[src/rtl/dmem_port_arbiter.sv]
// Round-robin arbiter sharing one synchronous-read data-memory port between the hart (0) and loader/debug (1).
// Optional grant/conflict statistics are built when DMEM_ARB_STATS_EN is defined.
module dmem_port_arbiter #(
    parameter int AW        = 32,
    parameter int DW        = 32,
    parameter int INIT_PRIO = 0
) (
    input  logic            i_clk,
    input  logic            i_rst_n,
    input  logic            i_req0,
    input  logic            i_req1,
    input  logic            i_wen0,
    input  logic            i_wen1,
    input  logic [AW-1:0]   i_addr0,
    input  logic [AW-1:0]   i_addr1,
    input  logic [DW-1:0]   i_wdata0,
    input  logic [DW-1:0]   i_wdata1,
    input  logic [DW/8-1:0] i_mask0,
    input  logic [DW/8-1:0] i_mask1,
    input  logic            i_lock1,
    output logic            o_gnt0,
    output logic            o_gnt1,
    output logic            o_rvalid0,
    output logic            o_rvalid1,
    output logic [DW-1:0]   o_rdata0,
    output logic [DW-1:0]   o_rdata1,
    output logic            o_mem_ren,
    output logic            o_mem_wen,
    output logic [AW-1:0]   o_mem_addr,
    output logic [DW-1:0]   o_mem_wdata,
    output logic [DW/8-1:0] o_mem_mask,
    input  logic [DW-1:0]   i_mem_rdata,
    output logic [31:0]     o_grant_cnt0,
    output logic [31:0]     o_grant_cnt1,
    output logic [31:0]     o_conflict_cnt
);

    typedef enum logic {ARB = 1'b0, LOCK = 1'b1} state_t;

    localparam logic PTR_RST = (INIT_PRIO == 0) ? 1'b1 : 1'b0;

    state_t state_p0;
    logic   ptr_p0;
    logic   vld_p1;
    logic   id_p1;
    logic   arb_mode;

    // Request cycle: a LOCK cycle with i_lock1 low is arbitrated as ARB
    always_comb begin
        arb_mode = (state_p0 == ARB) || !i_lock1;
        o_gnt0   = 1'b0;
        o_gnt1   = 1'b0;
        if (arb_mode) begin
            if (i_req0 && i_req1) begin
                o_gnt0 = ptr_p0;
                o_gnt1 = !ptr_p0;
            end else begin
                o_gnt0 = i_req0;
                o_gnt1 = i_req1;
            end
        end else begin
            o_gnt1 = i_req1;
        end
    end

    always_comb begin
        o_mem_ren   = 1'b0;
        o_mem_wen   = 1'b0;
        o_mem_addr  = '0;
        o_mem_wdata = '0;
        o_mem_mask  = '0;
        if (o_gnt0) begin
            o_mem_ren   = !i_wen0;
            o_mem_wen   = i_wen0;
            o_mem_addr  = i_addr0;
            o_mem_wdata = i_wdata0;
            o_mem_mask  = i_mask0;
        end else if (o_gnt1) begin
            o_mem_ren   = !i_wen1;
            o_mem_wen   = i_wen1;
            o_mem_addr  = i_addr1;
            o_mem_wdata = i_wdata1;
            o_mem_mask  = i_mask1;
        end
    end

    always_ff @(posedge i_clk or negedge i_rst_n) begin
        if (!i_rst_n) begin
            state_p0 <= ARB;
            ptr_p0   <= PTR_RST;
            vld_p1   <= 1'b0;
            id_p1    <= 1'b0;
        end else begin
            if (o_gnt0 || o_gnt1)
                ptr_p0 <= o_gnt1;
            if (o_gnt1 && i_lock1)
                state_p0 <= LOCK;
            else if (arb_mode)
                state_p0 <= ARB;
            vld_p1 <= o_mem_ren;
            if (o_mem_ren)
                id_p1 <= o_gnt1;
        end
    end

    // Response cycle: memory data passes straight through to the issuing requester
    assign o_rvalid0 = vld_p1 && !id_p1;
    assign o_rvalid1 = vld_p1 && id_p1;
    assign o_rdata0  = o_rvalid0 ? i_mem_rdata : '0;
    assign o_rdata1  = o_rvalid1 ? i_mem_rdata : '0;

`ifdef DMEM_ARB_STATS_EN
    logic [31:0] gcnt0_p0;
    logic [31:0] gcnt1_p0;
    logic [31:0] ccnt_p0;

    always_ff @(posedge i_clk or negedge i_rst_n) begin
        if (!i_rst_n) begin
            gcnt0_p0 <= '0;
            gcnt1_p0 <= '0;
            ccnt_p0  <= '0;
        end else begin
            if (o_gnt0)
                gcnt0_p0 <= gcnt0_p0 + 32'd1;
            if (o_gnt1)
                gcnt1_p0 <= gcnt1_p0 + 32'd1;
            if (i_req0 && i_req1)
                ccnt_p0 <= ccnt_p0 + 32'd1;
        end
    end

    assign o_grant_cnt0   = gcnt0_p0;
    assign o_grant_cnt1   = gcnt1_p0;
    assign o_conflict_cnt = ccnt_p0;
`else
    assign o_grant_cnt0   = '0;
    assign o_grant_cnt1   = '0;
    assign o_conflict_cnt = '0;
`endif

endmodule

[config.mk]
export PLATFORM = sky130hd
export DESIGN_NAME = dmem_port_arbiter
export DESIGN_NICKNAME = d
export VERILOG_FILES = /design/src/rtl/dmem_port_arbiter.sv
export SDC_FILE = /design/constraint.sdc
export NUM_CORES = 1
export LEC_CHECK = 0
export ABC_AREA = 1
export BUFFER_PORTS_ARGS = -buffer_cell sky130_fd_sc_hd__buf_2
export CAP_MARGIN = 20
export CORE_AREA = 4 4 156 158
export CTS_BUF_LIST = sky130_fd_sc_hd__clkbuf_8
export DETAILED_ROUTE_END_ITERATION = 6
export DIE_AREA = 0 0 160 162
export GPL_TIMING_DRIVEN = 0
export HOLD_SLACK_MARGIN = 0.1
export PLACE_DENSITY = 0.46
export SETUP_SLACK_MARGIN = 0.5
export SYNTH_ARGS = -nofsm -noshare
export SYNTH_HDL_FRONTEND = slang
export SYNTH_SLANG_ARGS = --single-unit
export TNS_END_PERCENT = 50
[constraint.sdc]
create_clock -name i_clk -period 1.7 [get_ports i_clk]
set_clock_uncertainty 0.2 [all_clocks]
set_input_delay 0 -clock i_clk [delete_from_list [all_inputs] [get_ports i_clk]]
set_output_delay 0 -clock i_clk [all_outputs]
set_load 0.05 [all_outputs]
==> run summary, run 1 <==
commonest non-fill, non-tap cell in the layout = buf_2
post-DR wirelength/cell = 13.0 microns
initial antenna violation count = 2
predominant post-synthesis flop cell = dfrtp_1
GRT Util Overall = 0.0997
H-tree depth = 1
CP Launch Point = ptr_p0
total routed wirelength = 15.3 mm
Syn Inst Count = 444
ant diodes = 0
die area = 25900 sq um
placed cells = 1141
crit path cell chain = inv_2, nand2_2, nand3_4, inv_8, buf_12, clkbuf_16, nand2_2, nand2_4, buf_8
CTS sink count = 4
IR drop worst, VDD = 307 uV
Area contributors post-synth = buf_4, nand2_1, nor2_1, inv_1, dfrtp_1
Crit-path slowest cell = dfstp_2
# setup viols final = 69
Crit Path Category = flop to primary output
Placer Congestion = 0.758
fin nets = 1060
FF-to-FF Start = ptr_p0
overall power = 4.71 mW
Synth top area share = 0.340
mapped cell area = 2230 sq um
synthesized flop and latch total = 4
I/O pin total = 409
MaxCap Viol Count = 0
asr flop ratio synth = 1.00
most used cell, CP = nand2_2
largest net degree at the start of global routing = 11
Max Fclk = 556 MHz
number of fill cells = 2379
outcome = finished, violations left
worst stage delay on the critical path = 530 ps
Syn-to-layout area delta = 244%
die width = 160 microns
height of the die = 162 microns
CP Launch Type = flop
Reg2Reg Depth = 8
Core Util, Final = 0.332
initial core utilization = 0.0964
final worst path period share = 1.06
PwrDens = 613 nW/um^2
initial drt markers = 68
Slew Viols, Final = 0
leakage dissipation = 4.10 nW
R2R setup slack = 190 ps
HPWL Detailed = 12.2 mm
RSZ-0062 raised after global routing = yes
crit path DAT = 1600 ps
CTS tree = yes
Hold/Removal Path Class = input port to flop
global-route wire length before repair = 20.7 mm
vias per cell = 3.33
CTS max path bufs = 2
GRT overflow = 0
Clock Pin Slew Worst Setup and Hold Paths = 30 ps
Num CTS Buffers = 3
r2r endpoint = ptr_p0
Required @ worst endpoint = 1500 ps
Post-synth EDFFs = 0
post-synthesis sequential area ratio = 0.0455
Port Buffers = 312
number of iterations in the first detailed-routing pass = 4
end point of the critical path = o_mem_wdata[15]
CP max FO = 6
vias in the first global route = 3734
Avg Inst Size Synth = 5.02 sq um
vias post-DR = 3912
failing checks = negative hold slack, negative setup slack
root buffer cell = clkbuf_8
final worst setup slack = -98.8 ps
Yosys cell types = 19
Worst-Skew Late Latency = 210 ps
Final min period = 1800 ps
row cnt = 56
post-synth top area cell = buf_4
hold_buf cts = 5
Core Box Area = 23100 sq um
Final Hold Vio Count = 2
most frequent cells in the layout = buf_2, buf_4, buf_8
Setup crit end kind = primary output
DRC Markers = 0
YS warnings = 0
Hold WS = -55.0 ps
layout cells sized above 1 = 0.757
pre-CTS setup slack = -139 ps
DRT antenna net count = 0
final std cells w/o fill = 1174
[repair_timing]
action                                  4_1_cts  5_1_grt
pin swaps                                     2       50
endpoints found under the hold margin         8        3
buffers inserted                             13        5
cloned                                        3        3
endpoints found under the setup margin      140      145
gates resized for setup                     339      251
[worst max-delay path, delay by kind of cell, from the launching register on]
family,cells,cell delay [ps]
buf+inv,5,560
flops,1,530
simple gates,4,290
[where the power goes]
group	total (mW)	switching [mW]	internal, mW
registers	0.128	0.0153	0.113
clock network	0.201	0.0475	0.154
logic	4.38	2.68	1.70
total	4.71	2.74	1.97
[cell families (layout without fill, tap and decap cells)]
family,Yosys count,in the layout,synth area share
other,1,96,0.00168
AND/OR/NAND/NOR,278,278,0.490
buffers and inverters,156,501,0.451
AO/OA/AOI/OAI,5,5,0.0118
flip-flops,4,4,0.0455
[synth_stat cells, types with 2 or more instances]
| library cell | n |
|---|---|
| nand2_1 | 198 |
| inv_1 | 37 |
| buf_6 | 2 |
| nand3_2 | 2 |
| buf_2 | 6 |
| dfrtp_1 | 3 |
| buf_4 | 101 |
| nand2_2 | 11 |
| inv_2 | 2 |
| clkbuf_1 | 6 |
| o21ai_0 | 4 |
| nor2_1 | 65 |
[registers in the layout, summed over array words and instances, names as in the netlist]
signal and count:
id_p1 1, ptr_p0 1, state_p0 1, vld_p1 1
[per-stage QoR]
stage | area (sq um) | hold WS [ps] | setup TNS, ps
final | 7680 | -55.0 | -4810
after global routing | 7680 | -53.8 | -9150
after CTS | 6850 | -58.9 | -6250
after detailed placement | 5410 | -384 | -6210
after global placement | 5410 | -385 | -5960
after floorplan | 3490 | -496 | 0
[routing by layer]
layer | up-vias | global-route usage | routed length [microns]
met4 | 4 | 0.0196 | 354
li1 | 1976 | - | -
met5 | - | 0 | 27
met1 | 1684 | 0.101 | 4920
met3 | 20 | 0.0307 | 1390
met2 | 228 | 0.200 | 8580
[worst min-delay path by stage]
stage | start | to | slack [ps] | depth (start not counted)
floorplan | i_rst_n | id_p1 | -500 | 0
global placement | i_rst_n | state_p0 | -380 | 1
detailed placement | i_rst_n | state_p0 | -380 | 1
CTS | i_lock1 | state_p0 | -60 | 3
global route | i_lock1 | state_p0 | -50 | 3
finish | i_lock1 | state_p0 | -50 | 3
[cell type report]
| cell class | instances | area, sq um | area share |
|---|---|---|---|
| repair buffers | 341 | 3210 | 0.418 |
| multi-input cells | 379 | 2720 | 0.354 |
| plain buffers | 116 | 1080 | 0.140 |
| well taps | 290 | 363 | 0.0472 |
| inverters | 40 | 168 | 0.0218 |
| flip-flops and latches | 4 | 103 | 0.0134 |
| clock buffers | 3 | 41.3 | 0.00538 |
| clock inverters | 1 | 3.75 | 0.000489 |
(Power assumes the default switching activity.)
==> run 2: changes to the inputs <==
GPL_TIMING_DRIVEN = 1   (was 0)
==> run 2 against run 1 <==
Compared with the run above:
- the flow still finishes with violations (negative hold slack, negative setup slack)
- worst hold slack better by 17 ps
- utilization is 5.5 points lower
- critical path depth is 1 lower
- via count is 9.4% lower
- count of clock-buffer cells in the layout stayed put
- global-route usage is 1.5 points lower
- non-clock buffer count is 120 lower
- critical path type unchanged
==> run summary, run 2 (synthesis results as in run 1) <==
number of fill cells = 2451
outcome = finished, violations left
I/O pin total = 409
CTS max path bufs = 2
placed inst area = 4790 sq um
die area = 25900 sq um
Sw Pwr = 2.62 mW
most frequent cells in the layout = buf_2, nand2_1, conb_1
HPWL Detailed = 10.8 mm
worst stage delay on the critical path = 550 ps
root buffer cell = clkbuf_8
crit path cell chain = inv_2, nand2_2, nand3_4, clkinv_8, clkbuf_16, nand2_1, nand2_4, buf_8
Max Fclk = 560 MHz
combinational power share = 0.921
H-tree depth = 1
post-DR wirelength/cell = 13.0 microns
layout cells sized above 1 = 0.681
Clock Pin Slew Worst Setup and Hold Paths = 30 ps
Placer Congestion = 0.749
DRC Markers = 0
M1 wire length = 4.62 mm
Crit-path slowest cell = dfstp_2
Required @ worst endpoint = 1500 ps
MaxCap Viol Count = 0
# setup viols final = 62
failing checks = negative hold slack, negative setup slack
Met2 Wirelength = 7.66 mm
Reg power frac = 0.029
final worst setup slack = -85.2 ps
Setup TNS Final = -3210 ps
Hold WS = -38.4 ps
CP max FO = 17
RSZ-0062 raised after global routing = yes
Clk network pwr share = 0.049
crit path DAT = 1590 ps
IR drop worst, VDD = 285 uV
vias per cell = 3.36
fin nets = 940
initial core utilization = 0.0964
CP Launch Type = flop
crit path buf inv count = 4
hold_buf cts = 5
vias post-DR = 3543
GRT Util Overall = 0.0850
CTS tree = yes
height of the die = 162 microns
Crit Path Category = flop to primary output
Num CTS Buffers = 3
Sw Share = 0.620
top layer in use = met5
Hold/Removal Path Class = input port to flop
DRT antenna net count = 0
die width = 160 microns
Met3 Wirelength = 1.32 mm
vias in the first global route = 3439
global-route wire length before repair = 17.9 mm
Setup crit end kind = primary output
largest net degree at the start of global routing = 36
CTS sink count = 4
cell family with most CP delay = flip-flops
leakage dissipation = 3.35 nW
placed cells = 1039
internal power = 1.61 mW
total routed wirelength = 13.7 mm
Slew Viols, Final = 0
Worst-Skew Late Latency = 220 ps
final std cells w/o fill = 1055
Design Area, Final = 6410 sq um
Final Hold Vio Count = 2
Final min period = 1790 ps
Core Box Area = 23100 sq um
number of iterations in the first detailed-routing pass = 4
Port Buffers = 312
initial antenna violation count = 2
Syn-to-layout area delta = 187%
final worst path period share = 1.05
overall power = 4.23 mW
PwrDens = 661 nW/um^2
row cnt = 56
commonest non-fill, non-tap cell in the layout = buf_2
initial drt markers = 77
GRT overflow = 0
[run 2: through the flow]
| stage | setup WS (ps) | utilization | hold WS, ps |
|---|---|---|---|
| 6_report | -85.2 | 0.277 | -38.4 |
| 5_1_grt | -152 | 0.277 | -9.83 |
| 4_1_cts | -109 | 0.234 | -90.4 |
| 3_5_place_dp | 38.2 | 0.207 | -387 |
| 3_3_place_gp | 41.5 | 0.207 | -389 |
| 2_1_floorplan | 258 | - | -496 |
[run 2: path summary, 6_finish.rpt]
check	from	end	slack (ps)	cells after the start
min in group asynchronous	i_rst_n	ptr_p0	110	2
setup reg to reg	ptr_p0	id_p1	230	7
setup / recovery	ptr_p0	o_mem_addr[1]	-90	8
hold reg to reg	ptr_p0	ptr_p0	330	2
max in group asynchronous	i_rst_n	state_p0	610	3
hold / removal	i_lock1	state_p0	-40	3
[run 2: final cells by class]
cell class / instances / area (sq um) / share of cell area
antenna: 1 / 2.50 / 0.000391
clock buffer: 3 / 41.3 / 0.00645
clock inverter: 1 / 3.75 / 0.000586
inverter: 40 / 175 / 0.0273
multi-input combinational: 379 / 2580 / 0.404
sequential: 4 / 101 / 0.0158
tap: 290 / 363 / 0.0566
timing repair buffer: 337 / 3130 / 0.489
[run 2: what timing repair did]
item | in CTS | in global routing
setup buffers | 0 | 1
gates resized for setup | 168 | 289
hold endpoints to repair | 8 | 3
pin swaps | 12 | 62
endpoints found under the setup margin | 142 | 142
gates cloned | 0 | 5
[run 2: metal layers]
| metal | track usage | vias up |
|---|---|---|
| met5 | 0 | - |
| met1 | 0.0907 | 1580 |
| met2 | 0.165 | 211 |
| met3 | 0.0259 | 8 |
| met4 | 0.0176 | 4 |
| li1 | - | 1740 |
[run 2: worst reg2reg max path: stages, from the launching register on]
cell and delay, ps:
dfstp_2 550, inv_2 40, nand2_2 60, nand3_4 100
buf_4 150, buf_6 110, nor2_1 80, o21ai_1 60
[run 2: power by group through the flow]
stage | combinational [mW] | sequential [mW] | clock (mW)
6_report | 3.90 | 0.125 | 0.209
5_1_grt | 4.07 | 0.127 | 0.222
4_1_cts | 3.41 | 0.123 | 0.214
3_5_place_dp | 3.08 | 0.124 | 0
3_3_place_gp | 3.08 | 0.124 | 0
2_1_floorplan | 2.54 | 0.120 | 0
